<file path="src/rtl/booth_pp_accumulator.sv">
`default_nettype none
// ============================================================================
// Module   : booth_pp_accumulator
// Purpose  : Pipelined partial-product summation stage of the 8-bit radix-4
//            Booth multiplier. Accepts four 9-bit signed partial products per
//            beat, weights them by 4^i, sign-extends and sums them into a
//            16-bit signed product over a 2-stage registered adder tree.
//            Valid/ready handshake on both sides, full throughput.
// Ports    : clk        - clock, rising edge
//            rst_n      - asynchronous active-low reset
//            in_valid   - pp0..pp3 hold a valid set
//            in_ready   - stage can accept a set this cycle
//            pp0..pp3   - partial products, digit i has weight 4^i
//            out_valid  - product valid
//            out_ready  - consumer accepts product
//            product    - signed product (modulo 2^16)
//            in_tag/out_tag - 4-bit sideband tag (BOOTH_ACC_TAG_EN only)
// Options  : BOOTH_ACC_TAG_EN - adds the sideband tag carried with each set
// Revision : 1.0 - initial release
// ============================================================================
module booth_pp_accumulator #(
   parameter int PP_W = 9,
   parameter int P_W  = 16
) (
   input  logic            clk,
   input  logic            rst_n,
   input  logic            in_valid,
   output logic            in_ready,
   input  logic [PP_W-1:0] pp0,
   input  logic [PP_W-1:0] pp1,
   input  logic [PP_W-1:0] pp2,
   input  logic [PP_W-1:0] pp3,
`ifdef BOOTH_ACC_TAG_EN
   input  logic [3:0]      in_tag,
   output logic [3:0]      out_tag,
`endif
   output logic            out_valid,
   input  logic            out_ready,
   output logic [P_W-1:0]  product
);

   localparam int c_EXT_W = P_W - PP_W;

   // Sign-extended partial products
   logic [P_W-1:0] w_sx0;
   logic [P_W-1:0] w_sx1;
   logic [P_W-1:0] w_sx2;
   logic [P_W-1:0] w_sx3;

   // First-level sums feeding stage 1
   logic [P_W-1:0] w_s01;
   logic [P_W-1:0] w_s23;

   // Handshake
   logic           w_adv1;
   logic           w_adv2;

   // Pipeline registers
   logic [P_W-1:0] r_s01;
   logic [P_W-1:0] r_s23;
   logic           r_v1;
   logic [P_W-1:0] r_product;
   logic           r_v2;

   assign w_sx0 = {{c_EXT_W{pp0[PP_W-1]}}, pp0};
   assign w_sx1 = {{c_EXT_W{pp1[PP_W-1]}}, pp1};
   assign w_sx2 = {{c_EXT_W{pp2[PP_W-1]}}, pp2};
   assign w_sx3 = {{c_EXT_W{pp3[PP_W-1]}}, pp3};

   // Pairwise combine: digit pairs differ by a factor of 4 (shift by 2)
   assign w_s01 = w_sx0 + (w_sx1 << 2);
   assign w_s23 = w_sx2 + (w_sx3 << 2);

   // Stage 2 drains when its slot is empty or being consumed; stage 1 can
   // then take a new set even while full, giving one set per cycle.
   assign w_adv2   = r_v1 && (!r_v2 || out_ready);
   assign in_ready = !r_v1 || w_adv2;
   assign w_adv1   = in_valid && in_ready;

   always_ff @(posedge clk or negedge rst_n) begin
      if (!rst_n) begin
         r_s01     <= '0;
         r_s23     <= '0;
         r_v1      <= 1'b0;
         r_product <= '0;
         r_v2      <= 1'b0;
      end else begin
         if (w_adv1) begin
            r_s01 <= w_s01;
            r_s23 <= w_s23;
         end
         r_v1 <= w_adv1 ? 1'b1 : (w_adv2 ? 1'b0 : r_v1);

         // Upper pair carries weight 4^2 relative to the lower pair
         if (w_adv2) begin
            r_product <= r_s01 + (r_s23 << 4);
         end
         r_v2 <= w_adv2 ? 1'b1 : (out_ready ? 1'b0 : r_v2);
      end
   end

`ifdef BOOTH_ACC_TAG_EN
   // Tag follows the same load/hold rules as the data it belongs to
   logic [3:0] r_tag1;
   logic [3:0] r_tag2;

   always_ff @(posedge clk or negedge rst_n) begin
      if (!rst_n) begin
         r_tag1 <= 4'h0;
         r_tag2 <= 4'h0;
      end else begin
         if (w_adv1) begin
            r_tag1 <= in_tag;
         end
         if (w_adv2) begin
            r_tag2 <= r_tag1;
         end
      end
   end

   assign out_tag = r_tag2;
`endif

   assign out_valid = r_v2;
   assign product   = r_product;

endmodule
`default_nettype wire

</file>
<file path="config.mk">
export PLATFORM = sky130hd
export DESIGN_NAME = booth_pp_accumulator
export DESIGN_NICKNAME = d
export VERILOG_FILES = /design/src/rtl/booth_pp_accumulator.sv
export SDC_FILE = /design/constraint.sdc
export NUM_CORES = 1
export LEC_CHECK = 0
export BUFFER_PORTS_ARGS = -buffer_cell sky130_fd_sc_hd__clkbuf_2
export CAP_MARGIN = 10
export CORE_MARGIN = 2
export CORE_UTILIZATION = 60
export CTS_BUF_LIST = sky130_fd_sc_hd__clkbuf_8
export DETAILED_ROUTE_END_ITERATION = 8
export PLACE_DENSITY_LB_ADDON = 0.3
export SLEW_MARGIN = 20
export SYNTH_ARGS = -nofsm -noshare
export SYNTH_HDL_FRONTEND = slang
export SYNTH_SLANG_ARGS = --single-unit
</file>
<file path="constraint.sdc">
create_clock -name clk -period 4.65 [get_ports clk]
set_clock_uncertainty 0.1 [all_clocks]
set_input_delay 0.2325 -clock clk [delete_from_list [all_inputs] [get_ports clk]]
set_output_delay 0.2325 -clock clk [all_outputs]
set_load 0.05 [all_outputs]
</file>
==> qor.yml <==
floorplanning:
  rows: 24
  core_mm2: 0.00438
  die_y_um: 71.8
  boundaryPins: 58
  fp.dieW_um: 71.8
  initial_core_util_pct: 63.0
  die_area_mm2: 0.00516
critical_path:
  r2r-end: "product[12]$_DFFE_PN0P_"
  cp_num_buf_inv: 0
  rr_worst_depth: 7
  startpoint: "r_s01[4]$_DFFE_PN0P_"
  slowest_delay_ns: 0.43
  ff2ff_setup_slack_ns: 2.38
  crit_path_end_kind: "flop"
  crit_end: "product[12]$_DFFE_PN0P_"
  crit_chain: "ha_1 -> fa_1 -> a211oi_1 -> o21ai_0 -> a31oi_1 -> xor2_1 -> o21ai_0"
  critical_path.top_delay_family: "compound AO/OA/AOI/OAI gates"
  crit_type: "flop to flop"
  cp.required_ns: 4.69
  path_depth: 7
  crit_fanout: 3
  cp.arrival_ns: 2.31
  cpMostUsedCell: "o21ai_0"
  r2r-start: "r_s01[4]$_DFFE_PN0P_"
  cp-start-kind: "flop"
  cpMaxStageDelayCell: "fa_1"
synthesis:
  synth_seq_area_share_pct: 38.1
  synth_top_area_share_pct: 38.1
  synth_top_area_cell: "dfrtp_1"
  synth_top_flop_cell: "dfrtp_1"
  avgSynthCellArea_um2: 9.27
  synth_edf_count: 0
  syn_nets: 370
  synthesis.area_mm2: 0.00276
  synth_warnings: 0
  synthArstFlopShare_pct: 100
  yosys.cell_types.count: 48
  yosys-top-cells-area: "dfrtp_1 38%, ha_1 13%, nand2_1 7.2%, o21ai_0 5.3%, xor2_1 3.8%"
  ys_ff_latch: 42
  synth_cells: 298
status:
  violations: "negative hold slack"
  outcome: "finished, violations left"
power:
  fin_total_pwr_mw: 1.54
  p_per_area_mw_per_mm2: 482
  max-vdd-ir-drop_uv: 188
  p_leak_nw: 1.63
clock_network:
  clock-sinks: 42
  cts_buffers: 5
  cts_root_buf: "clkbuf_8"
  cts_hold_buf: 0
  post_cts_buffers: 0
  clkTransAtPathRegs_ns: 0.08
  cts.path.max_buffers: 2
  clk_latency_ns: 0.30
  ctsResizeCount: 0
  htreeDepth: 2
  cts_tree: "yes"
global_route:
  antenna_found_initial: 0
  grt_pass1_wl_um: 9140
  grt_use_total_pct: 22.1
  grt_pass1_vias: 2167
  gr-total-overflow: 0
  grt_max_degree: 43
detailed_routing:
  drtAntennaViolNets: 0
  routed_wl_um: 5000
  met2_length_um: 2220
  drtIter0Drc: 115
  viasPerCell: 5.45
  vias: 2218
  dr.pass1.iters: 4
  remaining_drc_errors: 0
  wire_per_inst_um: 12.3
  wirelength_met1_um: 2510
  maxUsedRoutingLayer: "met4"
  wl_met3_um: 194
run:
  cap_violations: 0
sta:
  hold_ws_ns: -0.0551
  grt_setup_unrepaired: "false"
  timing.slew.headroom_pct: 41.5
  slew_violations: 0
  fin_crit_sh_pct: 48.8
  hold_viol_final: 42
  setup_viol_count_final: 0
  max_freq_ghz: 0.441
  worst_slack_ns: 2.38
  worstMarginPinSlew_ns: 0.877
  final.min_clock_period_ns: 2.27
  setup_tns_ns: 0
cells_and_area:
  fillerInstances: 352
  regArea_mm2: 0.00105
  syn2layout_area_growth_pct: 15.5
  utilization_pct: 72.7
  drive_gt1_share_pct: 21.7
  finalNetCount: 426
  antenna_cells: 0
  multiInputGateArea_mm2: 0.00164
place:
  gp_congestion: 0.834
  portBuffers: 57
  hpwlAfterDp_um: 3990
  place_ws_ns: 2.38
min_path:
  hp-class: "input pin to asynchronous set/reset pin"
## worst register-to-register path: cells and delay by family (launching register included)
family / cells / cell delay [ns]
xor+xnor: 1 / 0.16
compound gates: 4 / 0.77
fa+ha+maj: 2 / 0.68
flops: 1 / 0.39
## synthesized netlist by cell type, drive strengths merged, types with 3 or more instances
library cell / instances
xnor2: 5
a211oi: 4
o21ai: 32
clkbuf: 3
nand3: 5
xor2: 12
o21a: 5
buf: 5
nand2: 53
o31ai: 3
inv: 11
fa: 3
a21oi: 17
nand2b: 3
nor3b: 3
a21o: 9
nor3: 4
mux2: 6
nor2b: 3
ha: 29
nor2: 14
dfrtp: 42
## cells by family (layout without fill, tap and decap cells)
family	Yosys count	after routing	share of synthesized area [%]
buffers and inverters	19	76	2.76
adder cells (fa/ha/maj)	32	32	15.3
XOR/XNOR	17	17	5.39
AND/OR/NAND/NOR	92	92	14.9
AO/OA/AOI/OAI	88	88	20.4
flip-flops	42	42	38.1
multiplexers	8	8	3.17
## cell type report
| type | instances | share of cell area (%) |
|---|---|---|
| multi-input cells | 237 | 51.3 |
| flip-flops and latches | 42 | 33.0 |
| repair buffers | 57 | 8.95 |
| clock buffers | 5 | 2.16 |
| well taps | 52 | 2.04 |
| inverters | 11 | 1.30 |
| clock inverters | 3 | 1.26 |
## power by group
group / internal [mW] / switching (mW) / total (mW)
combinational: 0.246 / 0.489 / 0.735
sequential: 0.467 / 0.0569 / 0.524
clock: 0.158 / 0.122 / 0.280
total: 0.871 / 0.667 / 1.54
## metal layers
metal / up-vias / GRT usage, %
met5: - / 0
li1: 1173 / -
met1: 991 / 29.6
met4: 0 / 7.55
met2: 47 / 36.3
met3: 7 / 3.94
## flip-flops by register name, summed over array words and instances, names as in the netlist
| register | flops |
|---|---|
| out_valid | 1 |
| product | 16 |
| r_s01 | 12 |
| r_s23 | 12 |
| r_v1 | 1 |
## through the flow
step,instances,instance area [µm²]
finish,407,3190
global route,407,3190
CTS,407,3190
detailed placement,399,3080
global placement,399,3080
floorplan,298,2760
## worst min path at each step
stage | start | endpoint | slack, ns | cells past startpoint
after floorplan | rst_n | out_valid$_DFFE_PN0P_ | -0.16 | 0
after global placement | pp0[1] | r_s01[1]$_DFFE_PN0P_ | 0.32 | 3
after detailed placement | pp0[1] | r_s01[1]$_DFFE_PN0P_ | 0.33 | 3
after CTS | rst_n | product[1]$_DFFE_PN0P_ | 0.01 | 1
after global routing | rst_n | product[1]$_DFFE_PN0P_ | 0.04 | 1
final | rst_n | product[1]$_DFFE_PN0P_ | -0.06 | 1
## cells in the final DEF (no fill, tap or decap), types with 2 or more instances in the layout
cell / count
a211oi_1: 3
a21boi_0: 2
a21o_1: 9
a21oi_1: 17
a31oi_1: 2
and3_1: 2
clkbuf_2: 56
clkbuf_8: 5
clkinv_2: 2
dfrtp_1: 42
fa_1: 3
ha_1: 29
inv_1: 11
mux2_2: 6
mux2i_1: 2
nand2_1: 52
nand2b_1: 3
nand3_1: 5
nand3b_1: 2
nor2_1: 14
nor2b_1: 2
nor3_1: 4
nor3b_1: 3
o21a_1: 5
o21ai_0: 29
o21ai_1: 3
o21bai_1: 2
o31ai_1: 2
xnor2_1: 5
xor2_1: 12
Power figures use the tool's default switching activity.
